File: config.mk
export PLATFORM = sky130hd
export DESIGN_NAME = ahb_reset_sequencer
export DESIGN_NICKNAME = d
export VERILOG_FILES = /design/src/rtl/ahb_reset_sequencer.sv
export SDC_FILE = /design/constraint.sdc
export NUM_CORES = 1
export LEC_CHECK = 0
export BUFFER_PORTS_ARGS = -buffer_cell sky130_fd_sc_hd__buf_2
export CORE_MARGIN = 2
export CORE_UTILIZATION = 50
export DETAILED_ROUTE_END_ITERATION = 8
export GPL_ROUTABILITY_DRIVEN = 0
export GPL_TIMING_DRIVEN = 0
export PLACE_DENSITY = 0.7
export SYNTH_ARGS = -nofsm -noshare
export SYNTH_HDL_FRONTEND = slang
export SYNTH_SLANG_ARGS = --single-unit
export TNS_END_PERCENT = 1
File: constraint.sdc
create_clock -name HCLK -period 3 [get_ports HCLK]
set_input_delay 0.15 -clock HCLK [delete_from_list [all_inputs] [get_ports HCLK]]
set_output_delay 0.15 -clock HCLK [all_outputs]
set_load 0.05 [all_outputs]
File: src/rtl/ahb_reset_sequencer.sv
// AHB bus matrix reset sequencer.
// Holds every domain in reset for a stretch after the last reset source goes
// away, then releases the domains one at a time in index order. The cause of
// the last reset is kept in a sticky register.
//
// state       | meaning
// ------------+-------------------------------------------------------------
// ST_ASSERT   | all domains in reset, stretch timer running while no request
// ST_RELEASE  | domains below stage_q released, gap timer running
// ST_RUN      | all domains released, waiting for the next reset request
module ahb_reset_sequencer #(
  parameter int NUM_DOMAINS    = 3,
  parameter int STRETCH_CYCLES = 16,
  parameter int STAGE_GAP      = 4
) (
  input  logic                   HCLK,
  input  logic                   POReset,
  input  logic                   SYSRESETREQ,
  input  logic                   WDOGRESREQ,
  input  logic                   RSTCAUSE_CLR,
  output logic [NUM_DOMAINS-1:0] HRESETn,
  output logic                   RESET_DONE,
  output logic [2:0]             RSTCAUSE
);

  localparam int CNT_MAX = (STRETCH_CYCLES > STAGE_GAP) ? STRETCH_CYCLES : STAGE_GAP;
  localparam int CW      = (CNT_MAX > 1) ? $clog2(CNT_MAX) : 1;
  localparam int SW      = (NUM_DOMAINS > 1) ? $clog2(NUM_DOMAINS) : 1;

  // Timers count down to zero, so the load value is the interval minus one.
  localparam logic [CW-1:0] STRETCH_LOAD = CW'(STRETCH_CYCLES - 1);
  localparam logic [CW-1:0] GAP_LOAD     = CW'(STAGE_GAP - 1);
  localparam logic [SW-1:0] LAST_STAGE   = SW'(NUM_DOMAINS - 1);

  typedef enum logic [1:0] {
    ST_ASSERT  = 2'd0,
    ST_RELEASE = 2'd1,
    ST_RUN     = 2'd2
  } state_t;

  state_t                 state_q, state_d;
  logic [CW-1:0]          cnt_q, cnt_d;
  logic [SW-1:0]          stage_q, stage_d;
  logic [NUM_DOMAINS-1:0] hresetn_q, hresetn_d;
  logic                   done_q, done_d;
  logic [2:0]             cause_q, cause_d;

  logic req;
  logic tc;
  logic last_stage;

  assign req        = SYSRESETREQ | WDOGRESREQ;
  assign tc         = (cnt_q == '0);
  assign last_stage = (stage_q == LAST_STAGE);

  // State, timer, stage and registered outputs; POReset forces the full reset image.
  always_ff @(posedge HCLK or posedge POReset) begin
    if (POReset) begin
      state_q   <= ST_ASSERT;
      cnt_q     <= STRETCH_LOAD;
      stage_q   <= '0;
      hresetn_q <= '0;
      done_q    <= 1'b0;
      cause_q   <= 3'b001;
    end else begin
      state_q   <= state_d;
      cnt_q     <= cnt_d;
      stage_q   <= stage_d;
      hresetn_q <= hresetn_d;
      done_q    <= done_d;
      cause_q   <= cause_d;
    end
  end

  // Next state, timer reload/decrement and release stage pointer.
  always_comb begin
    state_d = state_q;
    cnt_d   = cnt_q;
    stage_d = stage_q;
    case (state_q)
      ST_ASSERT: begin
        if (req) begin
          cnt_d = STRETCH_LOAD;
        end else if (tc) begin
          cnt_d = GAP_LOAD;
          if (NUM_DOMAINS == 1) begin
            state_d = ST_RUN;
            stage_d = '0;
          end else begin
            state_d = ST_RELEASE;
            stage_d = SW'(1);
          end
        end else begin
          cnt_d = cnt_q - CW'(1);
        end
      end
      ST_RELEASE: begin
        if (req) begin
          state_d = ST_ASSERT;
          cnt_d   = STRETCH_LOAD;
          stage_d = '0;
        end else if (tc) begin
          cnt_d = GAP_LOAD;
          if (last_stage) begin
            state_d = ST_RUN;
          end else begin
            stage_d = stage_q + SW'(1);
          end
        end else begin
          cnt_d = cnt_q - CW'(1);
        end
      end
      ST_RUN: begin
        if (req) begin
          state_d = ST_ASSERT;
          cnt_d   = STRETCH_LOAD;
          stage_d = '0;
        end
      end
      default: begin
        state_d = ST_ASSERT;
        cnt_d   = STRETCH_LOAD;
        stage_d = '0;
      end
    endcase
  end

  // Domain resets, done flag and sticky cause; a set on the same edge beats a clear.
  always_comb begin
    hresetn_d = hresetn_q;
    done_d    = done_q;
    cause_d   = RSTCAUSE_CLR ? 3'b000 : cause_q;
    cause_d   = cause_d | {WDOGRESREQ, SYSRESETREQ, 1'b0};
    case (state_q)
      ST_ASSERT: begin
        hresetn_d = '0;
        done_d    = 1'b0;
        if (!req && tc) begin
          hresetn_d[0] = 1'b1;
          done_d       = (NUM_DOMAINS == 1);
        end
      end
      ST_RELEASE: begin
        if (req) begin
          hresetn_d = '0;
          done_d    = 1'b0;
        end else if (tc) begin
          hresetn_d[stage_q] = 1'b1;
          done_d             = last_stage;
        end
      end
      ST_RUN: begin
        if (req) begin
          hresetn_d = '0;
          done_d    = 1'b0;
        end
      end
      default: begin
        hresetn_d = '0;
        done_d    = 1'b0;
      end
    endcase
  end

  assign HRESETn    = hresetn_q;
  assign RESET_DONE = done_q;
  assign RSTCAUSE   = cause_q;

endmodule
Word level (Yosys, flattened, before mapping)
Index checks and enable logic that the tools add are counted.
Widths: inputs -> output; s select.
{"block": "word_totals", "register_bits": 15, "inputBits": 5, "output_inout_bits": 7, "word_cells": 58}
{"block": "classes", "n_addsub": 2, "n_lt_le_gt_ge": 2, "n_eq_ne": 9, "muxes": 27, "n_bitwise": 3, "reduce_logical": 9}
{"op": "$mux 2", "count": 9}
{"op": "$mux 3", "count": 4}
{"op": "$mux 4", "count": 3}
{"op": "$pmux 2 s3", "count": 2}
{"op": "$reduce_and 5->1", "count": 2}
{"op": "$ne 3x3->1 const B", "count": 3}
{"op": "$pmux 3 s3", "count": 1}
{"op": "$pmux 4 s2", "count": 1}
{"op": "$ne 2x2->1 const B", "count": 3}
{"op": "$or 3x3->3", "count": 2}
{"op": "$mux 1", "count": 5}
{"op": "$eq 2x2->1 const B", "count": 2}
{"op": "$logic_not 4->1", "count": 1}
{"op": "$sub 4x1->4 const B", "count": 1}
{"op": "$lt 2x3->1 const B", "count": 1}
{"op": "$add 2x1->2 const B", "count": 1}
{"op": "$demux 1 s2", "count": 1}
{"op": "$eq 2x1->1 const B", "count": 1}
{"op": "$ge 2x1->1 const B", "count": 1}
{"op": "$logic_and 1x1->1", "count": 2}
{"op": "$logic_not 2->1", "count": 1}
{"op": "$pmux 1 s2", "count": 1}
{"op": "$reduce_and 2->1", "count": 1}
{"op": "$reduce_or 2->1", "count": 1}
{"op": "2 further kinds", "count": 2}

Depth between registers and ports, before layout
Gate-level depths: netlist of the first run.
{"block": "depth", "word_depth": 8, "mapped_depth": 6, "mapped_depth_nobuf": 5}

Worst setup path before layout of the first run
OpenSTA, ideal clock, no wires.
{"block": "synth_path", "kind": "register to register", "startpoint": "register cnt_q[0]", "endpoint": "register stage_q[0]", "setup_ns": 0.132, "arrival_time_ns": 1.417, "required_ns": 2.868, "setup_slack_ns": 1.452, "path_stages_with_launch": 7, "n_path_buf": 1, "period_less_slack_ns": 1.548, "cell_sequence": "dfstp_2 > inv_1 > ha_1 > nor3b_2 > buf_4 > a221oi_1 > o21ai_1"}
{"block": "synth_via", "elab_chain_len": 3, "elab_cells_between_ends": 4, "cone_classes": "2 x eq/ne; 2 x reduce/logical"}
{"element": "start: declaration", "line": "42", "rtl": "logic [CW-1:0] cnt_q, cnt_d;"}
{"element": "start signal: assignment", "line": "67", "rtl": "cnt_q <= cnt_d;"}
{"element": "$logic_not 4->1 *", "line": "53", "rtl": "assign tc = (cnt_q == '0);"}
{"element": "$ne 3x3->1 (no line) or $ne 2x2->1 (tied branches)"}
{"element": "$reduce_and 5->1 (no line) *"}
{"element": "end signal: assignment", "line": "68", "rtl": "stage_q <= stage_d;"}
{"element": "end: declaration", "line": "43", "rtl": "logic [SW-1:0] stage_q, stage_d;"}
Every way passes the cells marked *; elsewhere a longest branch is shown, timed or not.
A chain may end at the register's enable or synchronous reset.

Worst setup path after layout of the first run
Ends and elaborated chain as after synthesis.

==> results of run 1 <==
==> flip-flops by register name, indices dropped and copies added (netlist names) <==
| register | cells |
|---|---|
| cnt_q | 4 |
| RSTCAUSE | 3 |
| HRESETn | 3 |
| RESET_DONE | 1 |
| stage_q | 2 |
| state_q | 2 |
==> critical path: stages, from the launching register on <==
cell and delay [ps]:
dfstp_2 550, inv_1 50, ha_1 250, nor3b_2 180
buf_4 170, a221oi_1 260, o21ai_1 110
==> cell type report <==
cell class | instances | share of cell area, %
multi-input cells | 58 | 42.9
repair buffers | 13 | 7.76
inverters | 8 | 3.10
flip-flops and latches | 15 | 39.5
clock buffers | 3 | 2.33
well taps | 16 | 2.07
clock inverters | 1 | 0.517
plain buffers | 3 | 1.81
==> metrics by stage <==
step           cell area (um2)  instances
2_1_floorplan              845         84
3_3_place_gp               920        111
3_5_place_dp               920        111
4_1_cts                    967        117
5_1_grt                    967        117
6_report                   967        117
==> path summary, 6_finish.rpt <==
path                               end  slack [ps]  cells past startpoint
setup / recovery            stage_q[0]        1310                      6
hold / removal             RSTCAUSE[2]         130                      2
setup reg to reg            stage_q[0]        1310                      6
hold reg to reg            RSTCAUSE[0]         500                      1
max in group asynchronous     cnt_q[3]        2190                      3
min in group asynchronous   HRESETn[2]         440                      3
==> metal layers <==
layer | routed length (um) | track usage (%) | vias to the layer above
li1 | - | - | 338
met1 | 801 | 27.3 | 335
met2 | 771 | 28.9 | 14
met3 | 52 | 2.40 | 4
met4 | 18 | 8.82 | 0
met5 | 0 | 0 | -
==> cell usage in the layout (no fill, tap or decap), drive strengths merged, types with 2 or more instances in the layout <==
master       count
a21oi            3
dlygate4sd3      2
nor2b            3
nand4b           2
buf             14
inv              8
ha               4
mux2i            2
nand3            4
nand2            3
a21o             2
nor3             5
o21ai            7
nor4b            2
dfstp            5
clkbuf           3
dfrtp           10
nor2             4
==> report_power, final <==
group / internal, mW / switching (mW)
sequential: 0.209 / 0.00440
combinational: 0.0159 / 0.0275
clock: 0.0496 / 0.0703
==> cells by family (layout without fill, tap and decap cells) <==
logic type	count (synthesis)	count (layout)	share of synthesized area, %
multiplexers	2	2	2.37
adder cells (fa/ha/maj)	4	4	5.93
flip-flops	15	15	45.2
XOR/XNOR	1	1	1.04
AO/OA/AOI/OAI	20	20	16.9
buffers and inverters	11	28	5.63
AND/OR/NAND/NOR	31	31	23.0
==> repair_timing <==
item                      CTS  global route
gates resized for setup     0             0
hold endpoints to repair   11             0
hold buffers                2             0
==> impl_results.md, run 1 <==
* Post-synth top flop: dfrtp_1
* Post-synth ARST share at 100%
* Max Freq at 591 MHz
* Proportion of layout cells with a drive suffix above 1 at about 29%
* Die X at ~45 um
* CTS tree: built
* Antenna violations before repair at 0
* Overall Global Routing Usage at 19.1%
* WP data required at 3170 ps
* Row count at 14
* Min Tclk post-route at 1690 ps
* Area grow syn2layout at 14.5%
* Layout Nets at 111
* Iter 0 DRT Violations at 24
* Slew Limit Fails at 0
* Post-route antenna net violation count at 0
* Vias per cell at 5.91
* Htree depth at 1
* Drt pass-1 iters at 4
* Multi-input gate area at 415 um2
* Most frequent cell after synthesis: dfrtp_1
* Hpwl dp at 1210 um
* I/O Pins at 12
* Clock Pin Slew Worst Setup and Hold Paths at 100 ps
* Core footprint at between 1500 and 2000 um2
* Synth area leader: dfrtp_1
* RSZ-0062 raised after global routing: false
* Worst slew pin tran at between 500 and 600 ps
* PwrDens at 390 nW/um2
* Classification of the worst setup path: flop to flop
* Post-synth top area share at a little under 30%
* Hold WC Path Type: input port to flop
* Mapped Cells at 84
* Max IR drop VDD at 0.000272 V
* Hold path startpoint: WDOGRESREQ
* Sequential element share of the synthesized area at between 40 and 50%
* Syn avg cell area at 10.1 um2
* Period utilization at roughly 56%
* Max-cap viol count at 0
* Input/output buffers at 11
* Largest cells by area after synthesis: dfrtp_1, dfstp_2, ha_1, inv_1, nor3_1
* # Post-CTS Setup Buffers at 0
* Design Power at 377 uW
* Die Footprint at 2030 um2
* First-pass GRT wire length at 2740 um
* Number of flops mapped to enable cells by yosys at 0
* CTS root buf: clkbuf_4
* Fin. Hold Viols at 0
* Hold slack at 133 ps
* Routed vias at 691
* Status: finished clean
* Clock Sinks at 15
* Die Height at 45.1 um
* Post-synth cell types at 36
* Register area at between 300 and 400 um2
* CP arrival at ~1900 ps
* Final core utilization at a little over three fifths
* Largest fanout on the critical path at 10
* Dpl ws at approximately 1300 ps
* Total gr overflow at 0
* Worst R2R Start: cnt_q[0]
* Clock latency on the worst-skew pair at 290 ps
* Starting Density at a little over half
* Syn nets at 93
* Leak at 0.435 nW
* Routed len/inst at 14.1 um
* Synth top cells by count: dfrtp_1, inv_1, dfstp_2, nor3_1
* Largest net degree at the start of global routing at 16
* Total CTS buffers at 3
* Post-Synthesis Cell Area at approximately 840 um2
* Fin Setup TNS at 0 ps
* Slew HR at 63.0%
* Syn. warnings at 0
* Worst Setup End Kind: flop
* Critical Path Source: cnt_q[0]
* Final setup vio count at 0
* Drt drc at 0
* Vias in the first global route at between 600 and 700
* Antenna diodes at 0
* Worst setup margin at 1310 ps
* Clock skew at 7.02 ps
* Critical Path Source Type: flop
* Final WL at 1640 um
* CTS Buffer Depth at 2
* Yosys reg bits at 15
* FILL cells at around 130
(Power assumes the default switching activity.)
==> inputs of run 2 (changes only) <==
--- a/config.mk
+++ b/config.mk
@@ -7,11 +7,11 @@
 export LEC_CHECK = 0
 export BUFFER_PORTS_ARGS = -buffer_cell sky130_fd_sc_hd__buf_2
 export CORE_MARGIN = 2
-export CORE_UTILIZATION = 50
+export CORE_UTILIZATION = 49
 export DETAILED_ROUTE_END_ITERATION = 8
 export GPL_ROUTABILITY_DRIVEN = 0
 export GPL_TIMING_DRIVEN = 0
-export PLACE_DENSITY = 0.7
+export PLACE_DENSITY = 0.72
 export SYNTH_ARGS = -nofsm -noshare
 export SYNTH_HDL_FRONTEND = slang
 export SYNTH_SLANG_ARGS = --single-unit
==> constraint.sdc (replaced) <==
create_clock -name HCLK -period 1.5 [get_ports HCLK]
set_input_delay 0.075 -clock HCLK [delete_from_list [all_inputs] [get_ports HCLK]]
set_output_delay 0.075 -clock HCLK [all_outputs]
set_load 0.05 [all_outputs]
==> run 2 against run 1 <==
Combinational power up 110%. Clock-buffer cell count unchanged. Critical path depth unchanged. Sequential share of layout area down 2.7 points. Clock skew down 2.8 ps. Cell count up 2.6%. Die area up 1.8%. Largest cell class unchanged. Largest power group unchanged.
==> impl_results.md, run 2 (synthesis gave the netlist of run 1 again) <==
* Clock Pin Slew Worst Setup and Hold Paths at 100 ps (about the same)
* Hold WC Path Type: input port to flop
* Die Height at 45.5 um (+0.92%)
* Most common cell after layout, fill and taps aside: buf_2
* CP arrival at 1690 ps (-170 ps)
* Vias in the first global route at 679 (+10%)
* Clock latency on the worst-skew pair at 300 ps (about the same)
* Final WL at 1780 um (+8.5%)
* Part of the power in the clock network at 32.8% (+1.0 points)
* Input/output buffers at 11 (unchanged)
* Slew Limit Fails at 0 (unchanged)
* Layout Nets at 114 (+2.7%)
* Routed vias at 716 (+3.6%)
* Row count at 14 (unchanged)
* Sequential share of power at 55.2% (-1.5 points)
* CTS Buffer Depth at 2 (unchanged)
* Fin. Hold Viols at 0 (unchanged)
* Die Footprint at 2070 um2 (+1.8%)
* Total CTS buffers at 3 (unchanged)
* Status: finished clean
* Sw power at 219 uW (+110%)
* Drt drc at 0 (unchanged)
* WP data required at 1720 ps (-1450 ps)
* CTS root buf: clkbuf_4
* Final std cells w/o fill at 120 (+2.6%)
* Switching Fraction at 28.3% (+1.1 points)
* RSZ-0062 raised after global routing: true
* CTS tree: built
* First-pass GRT wire length at 3120 um (+14%)
* Max IR drop VDD at 0.000579 V (+110%)
* Overall Global Routing Usage at 21.2% (+2.1 points)
* Max-cap viol count at 0 (unchanged)
* Htree depth at 1 (unchanged)
* Min Tclk post-route at 1470 ps (-220 ps)
* Critical Path Source Type: flop
* Clock skew at 4.25 ps (-2.77 ps)
* Classification of the worst setup path: flop to flop
* Max Freq at 680 MHz (+15%)
* Slew HR at 61.0% (-2.0 points)
* Starting Density at 54.2% (-0.62 points)
* Int Pwr at 555 uW (+100%)
* Dpl ws at -69.1 ps (-1390 ps)
* Combinational Power Share at 12.1% (+0.6 points)
* Total gr overflow at 0 (unchanged)
* Vias per cell at 5.97 (+1.0%)
* Worst Setup End Kind: flop
* Fin Setup TNS at 0 ps (unchanged)
* Most frequent cells in the layout: buf_2, dfrtp_1, inv_1
* I/O Pins at 12 (unchanged)
* Core footprint at 1560 um2 (+1.1%)
* PwrDens at 744 nW/um2 (+91%)
* Antenna diodes at 0 (unchanged)
* FILL cells at 132 (-1.5%)
* Die X at 45.5 um (+0.92%)
* Largest fanout on the critical path at 5 (-5)
* Final setup vio count at 0 (unchanged)
* Cell Count Post-Placement at 111 (unchanged)
* Final core utilization at 66.8% (+4.0 points)
* Antenna violations before repair at 0 (unchanged)
* Period utilization at 98.1% (+42 points)
* Worst slew pin tran at 584 ps (+30.6 ps)
* Largest register FFs at 4 (unchanged)
* Largest net degree at the start of global routing at 16 (unchanged)
* Worst setup margin at 28.8 ps (-1280 ps)
* Drt pass-1 iters at 4 (unchanged)
* Hpwl dp at 1220 um (+0.80%)
* Leak at 0.457 nW (+5.1%)
* Iter 0 DRT Violations at 13 (-46%)
* Post-route antenna net violation count at 0 (unchanged)
* Proportion of layout cells with a drive suffix above 1 at 38.5% (+9.7 points)
* Area grow syn2layout at 23.3%
* Clock Sinks at 15 (unchanged)
* Reg with most FFs: cnt_q
* Routed len/inst at 14.9 um (+5.8%)
==> run 2: cell types whose count changed in the layout (fill, tap and decap cells not counted), sizes merged <==
cell / before / now
buf: 14 / 17
clkinv: 1 / 0
clkinvlp: 0 / 1
==> run 2: layer usage <==
layer  up-vias  part of all wire, %  GRT usage, %
met5         -                    0             0
met4         0                  2.2          8.82
met3         8                  2.7          2.38
met2        16                   48          34.6
met1       347                   47          28.2
li1        345                    -             -
==> run 2: layout make-up <==
type                       count  area (um2)  share of cell area (%)
clock buffer                   3        22.5                    2.16
clock inverter                 1        7.51                   0.721
timing repair buffer          16        95.1                    9.13
inverter                       8        30.0                    2.88
buffer                         3        21.3                    2.04
multi-input combinational     58         462                    44.4
tap                           16        20.0                    1.92
sequential                    15         383                    36.8
==> run 2: critical path, cell delays in order (launching register included) <==
cell      delay [ps]
dfstp_2          570
inv_2             50
ha_4             160
nor3b_4          160
buf_6            130
nand3b_1         160
a31oi_1          160
==> run 2: final timing paths <==
kind                                    end  slack, ps        start  cells after the start
worst max-delay path             RESET_DONE         30     cnt_q[1]                      6
worst min-delay path            RSTCAUSE[1]         40  SYSRESETREQ                      2
worst max register to register   RESET_DONE         30     cnt_q[1]                      6
worst min register to register  RSTCAUSE[0]        490  RSTCAUSE[0]                      1
max in group asynchronous        stage_q[0]        730      POReset                      3
min in group asynchronous       RSTCAUSE[2]        360      POReset                      3
==> run 2: repair_timing <==
action | in CTS | in global routing
endpoints found under the hold margin | 11 | 0
hold buffers | 2 | 0
resized for setup | 6 | 5
cloned | 1 | 0
pin swaps | 1 | 3
setup buffers | 1 | 1
endpoints found under the setup margin | 5 | 9
==> run 2: power groups by stage <==
stage	Clock (mW)	Combinational (mW)	Sequential, mW
after floorplan	0	0.0462	0.445
after global placement	0	0.0834	0.433
after detailed placement	0	0.0851	0.434
after CTS	0.252	0.0944	0.427
after global routing	0.259	0.105	0.429
final	0.254	0.0934	0.427
==> run 2: per-stage QoR <==
step                      cell area (um2)  hold slack, ps  power, mW
after floorplan                       853           -27.1      0.492
after global placement                928             153      0.516
after detailed placement              928             169      0.519
after CTS                            1020            45.4      0.773
after global routing                 1040            63.1      0.792
final                                1040            43.4      0.774
==> inputs of run 3 (changes only) <==
--- a/config.mk
+++ b/config.mk
@@ -7,11 +7,11 @@
 export LEC_CHECK = 0
 export BUFFER_PORTS_ARGS = -buffer_cell sky130_fd_sc_hd__buf_2
 export CORE_MARGIN = 2
-export CORE_UTILIZATION = 49
+export CORE_UTILIZATION = 35
 export DETAILED_ROUTE_END_ITERATION = 8
 export GPL_ROUTABILITY_DRIVEN = 0
 export GPL_TIMING_DRIVEN = 0
-export PLACE_DENSITY = 0.72
+export PLACE_DENSITY = 0.54
 export SYNTH_ARGS = -nofsm -noshare
 export SYNTH_HDL_FRONTEND = slang
 export SYNTH_SLANG_ARGS = --single-unit
==> run 3 against run 2 <==
Critical path type unchanged. Global-route usage fell by 5.4 points. Worst setup slack improved by 7.2 ps. Largest cell class unchanged. Clock skew rose by 7.4 ps. Hold slack improved by 29 ps. Highest routed layer unchanged.
==> impl_results.md, run 3 (synthesis gave the netlist of run 1 again) <==
* Status: finished clean
* Slew Limit Fails at 0 (unchanged)
* Worst path top cell family by delay: flip-flops
* Sequential share of power at 55.1% (about the same)
* Met1 usage at 20.3% (-7.9 points)
* Vias in the first global route at 685 (+0.88%)
* Switching Fraction at 28.0% (-0.31 points)
* Critical Path Source: cnt_q[0]
* Drt drc at 0 (unchanged)
* Vias per cell at 5.25 (-12%)
* Multi-input gate area at 454 um2 (-1.6%)
* Worst Setup End Kind: flop
* Layout Nets at 116 (+1.8%)
* Post-route antenna net violation count at 0 (unchanged)
* Register area at 383 um2 (unchanged)
* Slew HR at 59.9% (-1.1 points)
* WP data required at 1670 ps (-50 ps)
* Total CTS buffers at 3 (unchanged)
* Global routing's busiest layer: met2
* Most frequent cells in the layout: buf_2, dfrtp_1, inv_1
* Dpl ws at -74.4 ps (-5.30 ps)
* Leak at 0.473 nW (+3.6%)
* CTS root buf: clkbuf_4
* Sw power at 216 uW (-1.3%)
* Largest fanout on the critical path at 5 (unchanged)
* Most common cell after layout, fill and taps aside: buf_2
* Final setup vio count at 0 (unchanged)
* Min Tclk post-route at 1460 ps (-7.17 ps)
* Antenna diodes at 0 (unchanged)
* Htree depth at 1 (unchanged)
* Clock Pin Slew Worst Setup and Hold Paths at 110 ps (about the same)
* Starting Density at 37.5% (-17 points)
* Fin Setup TNS at 0 ps (unchanged)
* Final WL at 1890 um (+6.2%)
* M2 GR Usage at 24.8% (-9.9 points)
* Clock skew at 11.7 ps (+7.41 ps)
* Total gr overflow at 0 (unchanged)
* FILL cells at 235 (+78%)
* Routed len/inst at 14.1 um (-4.9%)
* Final core utilization at 47.2% (-20 points)
* M3 GR Usage at 4.24% (+1.9 points)
* Reg with most FFs: cnt_q
* Part of the power in the clock network at 31.9% (-0.9 points)
* CTS Buffer Depth at 2 (unchanged)
* Max Freq at 683 MHz (+0.49%)
* First-pass GRT wire length at 3150 um (+0.90%)
* Hold path startpoint: WDOGRESREQ
* Combinational Power Share at 13.0% (+0.9 points)
* Clock Sinks at 15 (unchanged)
* Int Pwr at 557 uW (+0.26%)
* Hold WC Path Type: input port to flop
* Drt pass-1 iters at 4 (unchanged)
* CP arrival at 1640 ps (-50 ps)
* Clock latency on the worst-skew pair at 300 ps (about the same)
* Max-cap viol count at 0 (unchanged)
* Antenna violations before repair at 0 (unchanged)
* Fin. Hold Viols at 0 (unchanged)
* CTS tree: built
* Slowest cell on crit path: dfstp_2
* Largest register FFs at 4 (unchanged)
* Largest net degree at the start of global routing at 16 (unchanged)
* Iter 0 DRT Violations at 20 (+7)
* Classification of the worst setup path: flop to flop
* Area grow syn2layout at 25.9%
* Worst slew pin tran at 601 ps (+16.9 ps)
* Max IR drop VDD at 0.000451 V (-22%)
* WP buf/inv at 2 (unchanged)
* Routed vias at 704 (-1.7%)
* Proportion of layout cells with a drive suffix above 1 at 37.7% (-0.73 points)
* Die Footprint at 2820 um2 (+36%)
* Worst R2R Start: cnt_q[0]
* Die Height at 53.1 um (+17%)
* PwrDens at 727 nW/um2 (-2.3%)
* Crit path largest cell delay at 550 ps (-20 ps)
* Worst setup margin at 36.0 ps (+7.17 ps)
* Hpwl dp at 1300 um (+6.5%)
* Die X at 53.1 um (+17%)
* Row count at 17 (+3)
* Period utilization at 97.6% (-0.48 points)
* CP Cell Sequence: inv_2 -> ha_4 -> nor3b_4 -> buf_6 -> a221oi_2 -> o21ai_1
* Overall Global Routing Usage at 15.8% (-5.4 points)
* Core footprint at 2250 um2 (+45%)
* RSZ-0062 raised after global routing: true
* Input/output buffers at 11 (unchanged)
* I/O Pins at 12 (unchanged)
* Critical Path Source Type: flop
[run 3: cell types whose count changed in the layout (fill, tap and decap cells not counted)]
cell / before / now
a22oi_1: 0 / 1
a22oi_2: 1 / 0
buf_2: 14 / 13
buf_4: 2 / 5
clkinv_2: 0 / 1
clkinvlp_4: 1 / 0
ha_1: 2 / 3
ha_2: 1 / 0
[run 3: power groups by stage]
stage	clock network, mW	registers (mW)	logic (mW)
3_5_place_dp	0	0.433	0.0868
5_1_grt	0.273	0.427	0.111
3_3_place_gp	0	0.433	0.0845
2_1_floorplan	0	0.445	0.0462
6_report	0.246	0.426	0.100
4_1_cts	0.255	0.426	0.0983
[run 3: worst paths after layout]
path / slack, ps / to / cells past startpoint
max in group asynchronous: 680 / stage_q[0] / 3
min in group asynchronous: 380 / HRESETn[1] / 3
worst max-delay path: 40 / stage_q[0] / 6
worst max register to register: 40 / stage_q[0] / 6
worst min-delay path: 70 / RSTCAUSE[2] / 2
worst min register to register: 480 / RSTCAUSE[1] / 1
[run 3: per-layer routing]
metal  vias up  routed length (um)
met2        13                 870
li1        347                   -
met5         -                   0
met1       341                 944
met3         3                  54
met4         0                  24
[run 3: what timing repair did]
item / 4_1_cts / 5_1_grt
cloned: 1 / 0
hold buffers: 2 / 0
setup endpoints to repair: 5 / 5
resized for setup: 7 / 3
pin swaps: 1 / 2
hold endpoints to repair: 11 / 0
setup buffers: 2 / 2
[run 3: area by class of cell]
class	count	area share (%)
multi-input cells	58	42.7
plain buffers	3	2.00
clock inverters	1	0.471
well taps	28	3.29
inverters	8	2.82
clock buffers	3	2.12
repair buffers	18	10.6
flip-flops and latches	15	36.0
[run 3: metrics by stage]
stage          instances  power [mW]  area [um2]  hold WS [ps]
4_1_cts              132       0.779        1040          61.4
3_3_place_gp         123       0.518         943           170
2_1_floorplan         84       0.492         853         -27.1
6_report             134       0.773        1060          72.4
3_5_place_dp         123       0.520         943           172
5_1_grt              134       0.811        1060          67.9
